### config.mk
export PLATFORM = sky130hd
export DESIGN_NAME = csr_pwm_ctrl
export DESIGN_NICKNAME = d
export VERILOG_FILES = /design/src/rtl/csr_pwm_pkg.sv /design/src/rtl/csr_pwm_ctrl_pwm_channel.sv /design/src/rtl/csr_pwm_ctrl.sv
export SDC_FILE = /design/constraint.sdc
export NUM_CORES = 1
export LEC_CHECK = 0
export ABC_AREA = 1
export CORE_UTILIZATION = 57
export DETAILED_ROUTE_END_ITERATION = 8
export PLACE_DENSITY = 0.75
export SLEW_MARGIN = 10
export SYNTH_ARGS = -nofsm -noshare
export SYNTH_HDL_FRONTEND = slang
export SYNTH_SLANG_ARGS = --single-unit
### constraint.sdc
create_clock -name clk -period 1.77 [get_ports clk]
set_input_delay 0.354 -clock clk [delete_from_list [all_inputs] [get_ports clk]]
set_output_delay 0.354 -clock clk [all_outputs]
set_load 0.005 [all_outputs]
### src/rtl/csr_pwm_pkg.sv
`default_nettype none
// ============================================================================
//  Module      : csr_pwm_pkg
//  Description : Shared constants for the CSR/PWM controller: SPI command
//                opcodes, register address map, CTRL bit positions and the
//                byte-parser state type.
//  Revision    : 1.0  initial multi-channel release
// ============================================================================
package csr_pwm_pkg;

  // Command byte is {op[1:0], addr}
  localparam logic [1:0] OP_WR = 2'b10;
  localparam logic [1:0] OP_RD = 2'b01;

  // Global register addresses
  localparam int ADDR_CTRL      = 0;
  localparam int ADDR_PRESCALE  = 1;
  localparam int ADDR_GPIO_OUT  = 2;
  localparam int ADDR_PWM_ROUTE = 3;

  // Channel c occupies ADDR_CH_BASE + CH_STRIDE*c .. +3
  // (PERIOD_H, PERIOD_L, DUTY_H, DUTY_L)
  localparam int ADDR_CH_BASE = 4;
  localparam int CH_STRIDE    = 4;

  // CTRL bit positions
  localparam int CTRL_SOFT_RST = 0;
  localparam int CTRL_PWM_EN   = 1;
  localparam int CTRL_GPIO_EN  = 2;

  // Byte parser states
  typedef enum logic [0:0] {
    ST_IDLE    = 1'b0,
    ST_WR_DATA = 1'b1
  } state_e;

endpackage
`default_nettype wire

### src/rtl/csr_pwm_ctrl_pwm_channel.sv
`default_nettype none
// ============================================================================
//  Module      : pwm_channel
//  Description : One PWM channel: PERIOD/DUTY registers, period counter and
//                duty compare. With CSR_PWM_SHADOW_EN defined, writes land in
//                shadow registers copied to the active set on counter wrap
//                (or continuously while PWM is disabled).
//  Revision    : 1.0  initial multi-channel release
// ============================================================================
module pwm_channel
  import csr_pwm_pkg::*;
#(
  parameter int DATA_WIDTH = 8
) (
  input  logic                      clk,
  input  logic                      clr,
  input  logic                      pwm_en,
  input  logic                      tick,
  input  logic                      wr_en,
  input  logic [1:0]                wr_sel,
  input  logic [DATA_WIDTH-1:0]     wr_data,
  output logic [2*DATA_WIDTH-1:0]   period_rd,
  output logic [2*DATA_WIDTH-1:0]   duty_rd,
  output logic                      pwm_d
);

  localparam int PW = 2 * DATA_WIDTH;

  // Software-visible copies (these are the shadows in the shadowed build)
  logic [PW-1:0] period_q, period_d;
  logic [PW-1:0] duty_q, duty_d;
  logic [PW-1:0] cnt_q, cnt_d;
  logic [PW-1:0] w_period_act;
  logic [PW-1:0] w_duty_act;
  logic          w_wrap;

  assign period_rd = period_q;
  assign duty_rd   = duty_q;

  // Byte-wise update of the written PERIOD/DUTY halves
  always_comb begin
    period_d = period_q;
    duty_d   = duty_q;
    if (wr_en) begin
      case (wr_sel)
        2'd0: period_d[PW-1:DATA_WIDTH] = wr_data;
        2'd1: period_d[DATA_WIDTH-1:0]  = wr_data;
        2'd2: duty_d[PW-1:DATA_WIDTH]   = wr_data;
        2'd3: duty_d[DATA_WIDTH-1:0]    = wr_data;
      endcase
    end
  end

`ifdef CSR_PWM_SHADOW_EN
  logic [PW-1:0] act_period_q, act_period_d;
  logic [PW-1:0] act_duty_q, act_duty_d;
  logic          w_load;

  assign w_period_act = act_period_q;
  assign w_duty_act   = act_duty_q;
  assign w_load       = !pwm_en || (tick && w_wrap);

  // Active set follows the shadows only at period boundaries
  always_comb begin
    act_period_d = act_period_q;
    act_duty_d   = act_duty_q;
    if (w_load) begin
      act_period_d = period_q;
      act_duty_d   = duty_q;
    end
  end

  // Active register set
  always_ff @(posedge clk) begin
    if (clr) begin
      act_period_q <= '0;
      act_duty_q   <= '0;
    end else begin
      act_period_q <= act_period_d;
      act_duty_q   <= act_duty_d;
    end
  end
`else
  assign w_period_act = period_q;
  assign w_duty_act   = duty_q;
`endif

  // >= rather than == so a PERIOD lowered below cnt wraps on the next tick
  assign w_wrap = (cnt_q >= w_period_act);

  // Period counter advances on prescaler tick, held at 0 while disabled
  always_comb begin
    cnt_d = cnt_q;
    if (!pwm_en) begin
      cnt_d = '0;
    end else if (tick) begin
      cnt_d = w_wrap ? '0 : cnt_q + PW'(1);
    end
  end

  assign pwm_d = pwm_en & (cnt_q < w_duty_act);

  // Channel state registers
  always_ff @(posedge clk) begin
    if (clr) begin
      period_q <= '0;
      duty_q   <= '0;
      cnt_q    <= '0;
    end else begin
      period_q <= period_d;
      duty_q   <= duty_d;
      cnt_q    <= cnt_d;
    end
  end

endmodule
`default_nettype wire

### src/rtl/csr_pwm_ctrl.sv
`default_nettype none
// ============================================================================
//  Module      : csr_pwm_ctrl
//  Description : SPI byte-driven CSR bank with NUM_CH PWM channels, shared
//                prescaler and GPIO port with per-bit PWM routing.
//                Optional macro CSR_PWM_SHADOW_EN: shadowed PERIOD/DUTY.
//  Revision    : 1.0  initial multi-channel release
// ============================================================================
module csr_pwm_ctrl
  import csr_pwm_pkg::*;
#(
  parameter int ADDR_WIDTH = 6,
  parameter int DATA_WIDTH = 8,
  parameter int NUM_CH     = 4
) (
  input  logic                  clk,
  input  logic                  rst,
  input  logic [DATA_WIDTH-1:0] data_in,
  input  logic                  data_rdy,
  output logic [DATA_WIDTH-1:0] data_out,
  output logic                  data_latch,
  output logic                  soft_rst,
  output logic [NUM_CH-1:0]     pwm_out,
  output logic [DATA_WIDTH-1:0] gpio_out
);

  localparam int PW     = 2 * DATA_WIDTH;
  localparam int CH_END = ADDR_CH_BASE + CH_STRIDE * NUM_CH;

  state_e                state_q, state_d;
  logic [ADDR_WIDTH-1:0] addr_q, addr_d;
  logic [DATA_WIDTH-1:0] data_out_q, data_out_d;
  logic                  data_latch_q, data_latch_d;
  logic                  soft_rst_q;
  logic                  pwm_en_q, pwm_en_d;
  logic                  gpio_en_q, gpio_en_d;
  logic [DATA_WIDTH-1:0] prescale_q, prescale_d;
  logic [DATA_WIDTH-1:0] gpio_reg_q, gpio_reg_d;
  logic [DATA_WIDTH-1:0] route_q, route_d;
  logic [DATA_WIDTH-1:0] pre_cnt_q, pre_cnt_d;
  logic [NUM_CH-1:0]     pwm_out_q, pwm_out_d;
  logic [DATA_WIDTH-1:0] gpio_out_q, gpio_out_d;

  logic [1:0]            w_cmd_op;
  logic [ADDR_WIDTH-1:0] w_cmd_addr;
  logic                  w_wr_en;
  logic                  w_soft;
  logic                  w_clr;
  logic                  w_tick;
  logic [ADDR_WIDTH-1:0] w_wr_off, w_rd_off;
  logic                  w_wr_ch_hit, w_rd_ch_hit;
  logic [DATA_WIDTH-1:0] w_rd_data;
  logic [PW-1:0]         w_period_rd [NUM_CH];
  logic [PW-1:0]         w_duty_rd   [NUM_CH];

  assign w_cmd_op   = data_in[DATA_WIDTH-1:DATA_WIDTH-2];
  assign w_cmd_addr = data_in[ADDR_WIDTH-1:0];
  assign w_wr_en    = data_rdy && (state_q == ST_WR_DATA);
  // Soft reset clears everything on the same edge the CTRL write lands
  assign w_soft     = w_wr_en && (addr_q == ADDR_WIDTH'(ADDR_CTRL)) && data_in[CTRL_SOFT_RST];
  assign w_clr      = rst || w_soft;

  assign w_wr_off    = addr_q - ADDR_WIDTH'(ADDR_CH_BASE);
  assign w_rd_off    = w_cmd_addr - ADDR_WIDTH'(ADDR_CH_BASE);
  assign w_wr_ch_hit = (addr_q >= ADDR_WIDTH'(ADDR_CH_BASE)) && (int'(addr_q) < CH_END);
  assign w_rd_ch_hit = (w_cmd_addr >= ADDR_WIDTH'(ADDR_CH_BASE)) && (int'(w_cmd_addr) < CH_END);

  // Byte parser: command in IDLE, data byte in WR_DATA, read response
  always_comb begin
    state_d      = state_q;
    addr_d       = addr_q;
    data_out_d   = data_out_q;
    data_latch_d = 1'b0;
    if (data_rdy) begin
      case (state_q)
        ST_IDLE: begin
          if (w_cmd_op == OP_WR) begin
            addr_d  = w_cmd_addr;
            state_d = ST_WR_DATA;
          end else if (w_cmd_op == OP_RD) begin
            data_out_d   = w_rd_data;
            data_latch_d = 1'b1;
          end
        end
        ST_WR_DATA: state_d = ST_IDLE;
        default:    state_d = ST_IDLE;
      endcase
    end
  end

  // Read mux; unmapped addresses return 0, SOFT_RST always reads 0
  always_comb begin
    w_rd_data = '0;
    if (w_rd_ch_hit) begin
      for (int c = 0; c < NUM_CH; c++) begin
        if (w_rd_off[ADDR_WIDTH-1:2] == (ADDR_WIDTH-2)'(c)) begin
          case (w_rd_off[1:0])
            2'd0: w_rd_data = w_period_rd[c][PW-1:DATA_WIDTH];
            2'd1: w_rd_data = w_period_rd[c][DATA_WIDTH-1:0];
            2'd2: w_rd_data = w_duty_rd[c][PW-1:DATA_WIDTH];
            2'd3: w_rd_data = w_duty_rd[c][DATA_WIDTH-1:0];
          endcase
        end
      end
    end else begin
      case (w_cmd_addr)
        ADDR_WIDTH'(ADDR_CTRL): begin
          w_rd_data[CTRL_PWM_EN]  = pwm_en_q;
          w_rd_data[CTRL_GPIO_EN] = gpio_en_q;
        end
        ADDR_WIDTH'(ADDR_PRESCALE):  w_rd_data = prescale_q;
        ADDR_WIDTH'(ADDR_GPIO_OUT):  w_rd_data = gpio_reg_q;
        ADDR_WIDTH'(ADDR_PWM_ROUTE): w_rd_data = route_q;
        default:                     w_rd_data = '0;
      endcase
    end
  end

  // Global CSR writes
  always_comb begin
    pwm_en_d   = pwm_en_q;
    gpio_en_d  = gpio_en_q;
    prescale_d = prescale_q;
    gpio_reg_d = gpio_reg_q;
    route_d    = route_q;
    if (w_wr_en) begin
      case (addr_q)
        ADDR_WIDTH'(ADDR_CTRL): begin
          pwm_en_d  = data_in[CTRL_PWM_EN];
          gpio_en_d = data_in[CTRL_GPIO_EN];
        end
        ADDR_WIDTH'(ADDR_PRESCALE):  prescale_d = data_in;
        ADDR_WIDTH'(ADDR_GPIO_OUT):  gpio_reg_d = data_in;
        ADDR_WIDTH'(ADDR_PWM_ROUTE): route_d    = data_in;
        default: ;
      endcase
    end
  end

  // Prescaler; >= lets a PRESCALE lowered below the count wrap promptly
  assign w_tick = pwm_en_q && (pre_cnt_q >= prescale_q);

  always_comb begin
    pre_cnt_d = pre_cnt_q + DATA_WIDTH'(1);
    if (!pwm_en_q || w_tick) begin
      pre_cnt_d = '0;
    end
  end

  for (genvar c = 0; c < NUM_CH; c++) begin : g_ch
    logic w_ch_wr;
    assign w_ch_wr = w_wr_en && w_wr_ch_hit &&
                     (w_wr_off[ADDR_WIDTH-1:2] == (ADDR_WIDTH-2)'(c));
    pwm_channel #(.DATA_WIDTH(DATA_WIDTH)) u_ch (
      .clk       (clk),
      .clr       (w_clr),
      .pwm_en    (pwm_en_q),
      .tick      (w_tick),
      .wr_en     (w_ch_wr),
      .wr_sel    (w_wr_off[1:0]),
      .wr_data   (data_in),
      .period_rd (w_period_rd[c]),
      .duty_rd   (w_duty_rd[c]),
      .pwm_d     (pwm_out_d[c])
    );
  end

  // GPIO bits below NUM_CH may be routed from the matching PWM channel
  for (genvar i = 0; i < DATA_WIDTH; i++) begin : g_gpio
    if (i < NUM_CH) begin : g_routed
      assign gpio_out_d[i] = gpio_en_q & (route_q[i] ? pwm_out_d[i] : gpio_reg_q[i]);
    end else begin : g_direct
      assign gpio_out_d[i] = gpio_en_q & gpio_reg_q[i];
    end
  end

  // All state and registered outputs; soft reset pulse survives its own clear
  always_ff @(posedge clk) begin
    if (rst) begin
      soft_rst_q <= 1'b0;
    end else begin
      soft_rst_q <= w_soft;
    end
    if (w_clr) begin
      state_q      <= ST_IDLE;
      addr_q       <= '0;
      data_out_q   <= '0;
      data_latch_q <= 1'b0;
      pwm_en_q     <= 1'b0;
      gpio_en_q    <= 1'b0;
      prescale_q   <= '0;
      gpio_reg_q   <= '0;
      route_q      <= '0;
      pre_cnt_q    <= '0;
      pwm_out_q    <= '0;
      gpio_out_q   <= '0;
    end else begin
      state_q      <= state_d;
      addr_q       <= addr_d;
      data_out_q   <= data_out_d;
      data_latch_q <= data_latch_d;
      pwm_en_q     <= pwm_en_d;
      gpio_en_q    <= gpio_en_d;
      prescale_q   <= prescale_d;
      gpio_reg_q   <= gpio_reg_d;
      route_q      <= route_d;
      pre_cnt_q    <= pre_cnt_d;
      pwm_out_q    <= pwm_out_d;
      gpio_out_q   <= gpio_out_d;
    end
  end

  assign data_out   = data_out_q;
  assign data_latch = data_latch_q;
  assign soft_rst   = soft_rst_q;
  assign pwm_out    = pwm_out_q;
  assign gpio_out   = gpio_out_q;

endmodule
`default_nettype wire

; ---- Word-level counts from Yosys, hierarchy flattened
; Cells that the tools add are included.
[word_totals]
wordCells = 157
regBits = 255
output_inout_bits = 22
[op_classes]
n_reduce_logical = 45
add_sub_neg = 7
n_bitwise = 16
n_eq_ne = 20
magnitude_cmp = 13
mux = 23
[ops]
columns = cell, n
row1 = $pmux W8 S4, 4
row2 = $add A16 B1 Y16 const B, 4
row3 = $ge A16 B16 Y1, 4
row4 = $lt A16 B16 Y1, 4
row5 = $mux W16, 4
row6 = $mux W8, 5
row7 = $reduce_and A2 Y1, 20
row8 = $eq A6 B2 Y1 const B, 4
row9 = $eq A4 B2 Y1 const B, 4
row10 = $pmux W5 S3, 1
row11 = $and A1 B1 Y1, 12
row12 = $eq A6 B1 Y1 const B, 2
row13 = $ge A6 B3 Y1 const B, 2
row14 = $logic_not A6 Y1, 2
row15 = $lt A6 B5 Y1 const B, 2
row16 = $sub A6 B3 Y6 const B, 2
row17 = $logic_and A1 B1 Y1, 11
row18 = $eq A2 B2 Y1 const B, 5
row19 = $add A8 B1 Y8 const B, 1
row20 = $eq A4 B1 Y1 const B, 2
row21 = $ge A8 B8 Y1, 1
row22 = $logic_not A4 Y1, 2
row23 = $pmux W2 S4, 1
row24 = $eq A2 B1 Y1 const B, 3
row25 = other kinds (11), 22

; ---- Logic depth before layout (Yosys ltp)
; Gate-level depths: netlist of run 1.
[depth]
ltp_word = 8
ltp_mapped = 16
mapped_depth_nobuf = 15

; ---- By module
; A second synthesis of run 1 with hierarchy kept.
[hier_totals]
hier_cells = 2013
hier_area_um2 = 14764.2
[by_module_without_submodules]
columns = mod, area_per_inst_um2, seq_area_each_um2, cells_per_inst, instances
row1 = pwm_channel, 2676.3, 960.9, 343, 4
row2 = csr_pwm_ctrl, 4058.9, 1261.2, 641, 1

; ---- Worst setup path after synthesis of run 1
; OpenSTA, ideal clock, no wires.
[synth_timing]
kind = reg-to-reg
startpoint = reg prescale_q[7]
endpoint = reg g_ch[2].u_ch.cnt_q[6]
setup_time_ns = 0.117
synth_period_minus_slack_ns = 1.789
slack_ns = -0.019
stages_incl_launch_ff = 14
path_buffers = 2
arrival_time_ns = 1.672
path_cell_list = dfxtp_1 -> inv_1 -> ha_1 -> nand2_1 -> nor2_1 -> nand4_1 -> nand3_2 -> nand2_1 -> inv_2 -> buf_4 -> buf_2 -> nand3_1 -> nand2_1 -> nor2_1
[synth_between]
elab_chain_len = 2
[synth_rtl]
columns = item, line_no
row1 = start: declaration, csr_pwm_ctrl.sv:37  ; logic [DATA_WIDTH-1:0] prescale_q, prescale_d;
row2 = start signal: assignment, csr_pwm_ctrl.sv:204  ; prescale_q <= prescale_d;
row3 = $ge A8 B8 Y1, csr_pwm_ctrl.sv:141  ; assign w_tick = pwm_en_q && (pre_cnt_q >= prescale_q);
row4 = $logic_and A1 B1 Y1, csr_pwm_ctrl.sv:141
row5 = end signal: assignment, csr_pwm_ctrl_pwm_channel.sv:112  ; cnt_q <= cnt_d;
row6 = end: declaration, csr_pwm_ctrl_pwm_channel.sv:32  ; logic [PW-1:0] cnt_q, cnt_d;
; No other way between the ends.
; A chain may end at the register's enable or synchronous reset.

; ---- Worst setup path after layout of run 1
[layout_timing]
startpoint = reg prescale_q[5]
endpoint = reg g_ch[0].u_ch.cnt_q[11]
[layout_between]
elab_chain_len = 2
[layout_rtl]
columns = item, line_no
row1 = $ge A8 B8 Y1, csr_pwm_ctrl.sv:141
row2 = $logic_and A1 B1 Y1, csr_pwm_ctrl.sv:141
row3 = end signal: assignment, csr_pwm_ctrl_pwm_channel.sv:112
row4 = end: declaration, csr_pwm_ctrl_pwm_channel.sv:32
; No other way between the ends.

==> results.yml, run 1 <==
run_status:
  outcome: "finished, violations left"
  violations: "setup timing"
yosys:
  synth_flop_cell: "dfxtp_1"
  synthAdderAreaFrac_pct: 11.8
  synth_enable_flop_cells: 0
  synth-simple-area-share_pct: 22.9
  synth.avg_cell_area_um2: 6.95
  syn_nets: 2235
  synth_xor_area_share_pct: 0.483
  ys_seq_area_share_pct: 35.2
  synth_top_family_by_area: "simple AND/OR/NAND/NOR gates"
  synth_cells: 2087
  synth_top_area_cell: "dfxtp_1"
  synth-compound-area-share_pct: 19.0
  synth-seq-cells: 255
  yosys_warnings: 0
  muxShareOfSynthArea_pct: 0
  synth_top_area_share_pct: 35.2
  ys_types: 41
  async_flop_share_pct: 0
  synth.area.top_cells: "dfxtp_1, ha_1, nand2_1"
  syn-cell-area_um2: 14500
sta:
  min_period_ps: 2030
  finalClockSkew_ps: 20.0
  final_hold_viol_count: 0
  rsz0062_at_grt: "true"
  max_slew_margin_pct: 63.3
  slew_viol_final: 0
  hold_slack_ps: 403
  setup_viol: 70
  worst_pin_slew_ps: 550
  tns_ps: -8810
  fin_ws_ps: -257
  clock.fmax_mhz: 493
  period_share_pct: 115
global_routing:
  grt_util_all_layers_pct: 36.8
  antenna_found_initial: 0
  grt_max_degree: 54
  grt_pass1_wl_um: 76400
  grt_remaining_overflow: 0
  grt_pass1_vias: 14606
finish:
  drive_above_1_share_pct: 21.5
  nNetsFinal: 2461
  area_growth_pct: 31.1
  final_util_pct: 75.7
  diodes: 0
  fillers: 1848
  mostFrequentLayoutCells: "nand2_1, inv_1, a21oi_1"
  final_common_cell: "nand2_1"
detailed_routing:
  drt-total-wl_um: 50300
  final_antenna_net_count: 0
  drtIter0Drc: 1909
  avgViaCountPerCell: 5.89
  vias: 15699
  first_pass_iters: 8
  drc: 0
  wl_per_cell_um: 18.9
power_and_ir_drop:
  power_mw: 13.4
  swShare_pct: 22.8
  p_sw_mw: 3.05
  p_per_area_nw_per_um2: 702
  p_int_mw: 10.3
  p_clk_share_pct: 51.7
  ir_drop_mv: 0.725
  seq_power_share_pct: 43.2
  p_comb_share_pct: 5.1
  leakage_nw: 8.03
critical_path:
  cp.arrival_ps: 2520
  critPathMaxFanout: 8
  endpoint_kind: "flip-flop"
  setup.worst_path.class: "reg2reg"
  cp.required_ps: 2260
  cp-start-kind: "flip-flop"
cts:
  clock-root-buffer: "clkbuf_16"
  cts_hold_buf: 0
  clk_latency_ps: 560
  tritoncts: "yes"
  clk_path_buf_depth: 3
  path_clk_slew_ps: 60
  clock_sinks: 255
  numCtsBuffers: 29
  htree_levels: 1
job:
  drv_cap: 0
floorplan:
  start_util_pct: 57.8
  die_x_um: 162
  die-area_um2: 26100
  dieHeight_um: 162
  num_io_pins: 33
  rows: 58
  core_area_um2: 25100
placed_design:
  dpl.hpwl_um: 34500
  port_buffers: 32
  globalplace.congestion: 1.02
  post-place-ws_ps: -583
min_path:
  min_path_type: "in2reg"
metrics by stage:
stage | cell area (um2) | instances
floorplan | 14500 | 2087
global placement | 16700 | 2585
detailed placement | 16700 | 2585
CTS | 18500 | 2659
global route | 19000 | 2666
finish | 19000 | 2666
power groups by stage:
stage	registers, mW	logic [mW]	clock network, mW
CTS	5.77	0.650	6.90
floorplan	5.90	0.308	0
finish	5.78	0.683	6.90
global placement	5.90	0.620	0
detailed placement	5.90	0.627	0
global route	5.77	0.714	7.15
layer usage:
| layer | wire (um) | GRT usage, % |
|---|---|---|
| met2 | 22700 | 60.5 |
| met5 | 0 | 0 |
| met3 | 4840 | 5.78 |
| met4 | 2760 | 17.1 |
| met1 | 20000 | 47.4 |
cell families (layout without fill, tap and decap cells):
group           after synthesis  after routing
simple gates                792            792
compound gates              513            513
buf+inv                     382            631
flops                       255            255
fa+ha+maj                   137            137
xor+xnor                      8              8
Yosys cell counts, types with 3 or more instances:
cell type,number
buf_4,12
ha_1,137
nand4_1,43
nor3_1,26
clkbuf_1,19
o31a_1,4
dfxtp_1,255
a22oi_1,3
nor2_4,3
a211o_1,4
o221ai_1,6
o21ai_1,6
xor2_1,7
a21o_1,6
nor2_1,192
o2111ai_1,5
o21ai_0,190
inv_1,288
o21bai_1,5
buf_2,51
nand3_1,87
o22ai_1,10
inv_2,7
a21oi_1,251
nand2_2,5
nor2_2,8
nand3_2,4
nand2_1,420
o211ai_1,21
final cells by class:
cell class	count	area (um2)	share of cell area, %
clock buffer	35	808	4.25
inverter	297	1140	5.97
clock inverter	19	300	1.58
tap	330	413	2.17
timing repair inverter	1	8.76	0.0461
timing repair buffer	279	2660	14.0
sequential	255	5150	27.1
multi-input combinational	1450	8540	44.9
worst max-delay path, stage by stage, from the launching register on:
cell     delay (ps)
dfxtp_2         330
inv_2            40
ha_4            270
nand2_4          60
nor2_4          120
nand4_1         140
nand3_4         200
nand2_8         110
inv_12          100
buf_12          110
buf_16          140
nand2_2          50
nand2_1          70
nand2_1          90
nor2_1          120
final timing paths:
kind                                                  from                              endpoint  slack (ps)  cells after the start
worst min-delay path                            data_in[1]  g_ch[1].u_ch.duty_rd[9]$_SDFFE_PP0P_         400                      4
worst max register to register  prescale_q[5]$_SDFFE_PP0P_   g_ch[0].u_ch.cnt_q[11]$_SDFFE_PP0P_        -260                     14
worst min register to register     route_q[7]$_SDFFE_PP0P_               route_q[7]$_SDFFE_PP0P_         470                      2
worst max-delay path            prescale_q[5]$_SDFFE_PP0P_   g_ch[0].u_ch.cnt_q[11]$_SDFFE_PP0P_        -260                     14
flip-flops by register name (all words and copies together), names as in the netlist:
register and count:
addr_q 6, g_ch.u_ch.duty_rd 64, g_ch.u_ch.cnt_q 64, pwm_out 4, gpio_out 8, pwm_en_q 1, route_q 8, soft_rst 1
g_ch.u_ch.period_rd 64, data_out 8, pre_cnt_q 8, state_q 1, gpio_reg_q 8, gpio_en_q 1, prescale_q 8, data_latch 1
what timing repair did:
action | in CTS | in global routing
endpoints found under the setup margin | 81 | 88
pin swaps | 26 | 33
buffers inserted | 12 | 10
cloned | 8 | 3
gates resized for setup | 121 | 136
(Power assumes the default switching activity.)
==> run 2, diff against run 1 <==
- CTS_CLUSTER_SIZE: unset -> 12
==> run 2 against run 1 <==
  * The run still ends with setup timing left
  * Sequential power barely moved
  * Clock skew is essentially flat
  * Global-route usage shrank 0.25 points
  * Hold slack improved by 3.6 ps
  * Critical path type unchanged
==> results.yml, run 2 (same netlist as run 1, synthesis figures left out) <==
run_status:
  outcome: "finished, violations left"
  violations: "setup timing"
detailed_routing:
  wl_met2_um: 22200
  wl_met3_um: 4910
  drc: 0
  drtIter0Drc: 1924
  avgViaCountPerCell: 5.79
  first_pass_iters: 6
  vias: 15415
  final_antenna_net_count: 0
  met1_length_um: 19800
  routed.top_layer: "met4"
  drt-total-wl_um: 49400
  wl_per_cell_um: 18.6
floorplan:
  dieHeight_um: 162
  num_io_pins: 33
  die-area_um2: 26100
  start_util_pct: 57.8
  die_x_um: 162
  core_area_um2: 25100
  rows: 58
sta:
  setup_viol: 72
  final_hold_viol_count: 0
  rsz0062_at_grt: "true"
  fin_ws_ps: -247
  min_period_ps: 2020
  clock.fmax_mhz: 496
  finalClockSkew_ps: 19.7
  slew_viol_final: 0
  worst_pin_slew_ps: 531
  period_share_pct: 114
  max_slew_margin_pct: 64.6
  tns_ps: -12300
global_routing:
  grt_max_degree: 54
  grt_pass1_vias: 14469
  grt_pass1_wl_um: 75700
  grt_remaining_overflow: 0
  grt_util_all_layers_pct: 36.6
  antenna_found_initial: 0
critical_path:
  endpoint_kind: "flip-flop"
  cp.arrival_ps: 2510
  critPathMaxFanout: 6
  cp.required_ps: 2260
  rr_worst_depth: 16
  r2r-start: "prescale_q[3]$_SDFFE_PP0P_"
  rrSetupSlack_ps: -250
  setup.worst_path.class: "reg2reg"
  r2r-end: "g_ch[2].u_ch.cnt_q[9]$_SDFFE_PP0P_"
  cp-start-kind: "flip-flop"
power_and_ir_drop:
  ir_drop_mv: 0.618
  p_per_area_nw_per_um2: 673
  leakage_nw: 7.95
finish:
  final_common_cell: "nand2_1"
  stdcell_area_um2: 18700
  mostFrequentLayoutCells: "nand2_1, inv_1, a21oi_1"
  area_growth_pct: 28.8
  drive_above_1_share_pct: 19.6
  nNetsFinal: 2456
  fillers: 1923
  diodes: 0
min_path:
  min_path_type: "in2reg"
  hp-start: "data_in[1]"
  holdPathStages: 4
  min_to: "g_ch[1].u_ch.duty_rd[9]$_SDFFE_PP0P_"
placed_design:
  port_buffers: 32
  place_area_um2: 16700
  globalplace.congestion: 1.02
  dpl.hpwl_um: 34500
  post-place-ws_ps: -583
cts:
  tritoncts: "yes"
  clock-root-buffer: "clkbuf_16"
  clock_sinks: 255
  htree_levels: 1
  path_clk_slew_ps: 60
  numCtsBuffers: 29
  clk_latency_ps: 560
  cts_hold_buf: 0
  clk_path_buf_depth: 3
job:
  drv_cap: 0
==> run 2: report_power, final <==
| group | internal, mW | switching (mW) | total, mW |
|---|---|---|---|
| Combinational | 0.267 | 0.425 | 0.693 |
| Clock | 3.61 | 2.49 | 6.10 |
| Sequential | 5.76 | 0.0186 | 5.78 |
| Total | 9.64 | 2.93 | 12.6 |
==> run 2: worst max-delay path by stage <==
stage / from / end / slack (ps) / cells past startpoint
finish: prescale_q[3]$_SDFFE_PP0P_ / g_ch[2].u_ch.cnt_q[9]$_SDFFE_PP0P_ / -250 / 16
global route: prescale_q[3]$_SDFFE_PP0P_ / g_ch[2].u_ch.cnt_q[9]$_SDFFE_PP0P_ / -310 / 16
floorplan: prescale_q[7]$_SDFFE_PP0P_ / g_ch[2].u_ch.cnt_q[6]$_SDFFE_PP0P_ / -20 / 13
global placement: data_in[1] / data_out[4]$_SDFFE_PP0P_ / -560 / 10
CTS: prescale_q[4]$_SDFFE_PP0P_ / g_ch[2].u_ch.cnt_q[9]$_SDFFE_PP0P_ / -160 / 14
detailed placement: data_in[1] / data_out[4]$_SDFFE_PP0P_ / -580 / 10
==> run 2: repair_timing <==
action | 4_1_cts | 5_1_grt
endpoints found under the setup margin | 80 | 96
cloned | 7 | 5
gates resized for setup | 126 | 94
buffers inserted | 12 | 6
pin swaps | 34 | 30
==> run 2: per-stage QoR <==
stage                     hold WS (ps)  power, mW  cells  util, %
after CTS                          470       12.5   2658     73.3
final                              407       12.6   2661     74.4
after global placement             450       6.52   2585     66.5
after detailed placement           458       6.53   2585     66.5
after floorplan                    428       6.21   2087        -
after global routing               438       12.9   2661     74.4
==> run 2: critical path, stage by stage (launching register included) <==
cell	delay, ps
dfxtp_2	350
inv_2	60
ha_4	280
nand2_2	50
inv_2	50
nand2_1	50
nand2_1	100
nand2_2	100
nand3_4	180
nand2_8	120
buf_12	170
buf_12	130
nor2_4	70
nand2_1	60
nand2_1	50
inv_1	40
nor2_1	100
==> run 2: layout make-up <==
| cell class | instances | area, um2 | share of cell area, % |
|---|---|---|---|
| flip-flops and latches | 255 | 5150 | 27.5 |
| repair inverters | 1 | 3.75 | 0.0201 |
| repair buffers | 274 | 2600 | 13.9 |
| clock inverters | 9 | 108 | 0.576 |
| well taps | 330 | 413 | 2.21 |
| inverters | 297 | 1140 | 6.08 |
| multi-input cells | 1450 | 8420 | 45.1 |
| clock buffers | 45 | 856 | 4.58 |
==> run 2: metal layers <==
layer  up-vias  global-route usage (%)
li1       7334                       -
met1      7108                    47.6
met2       785                    59.3
met3       188                    6.50
met4         0                    16.0
met5         -                       0
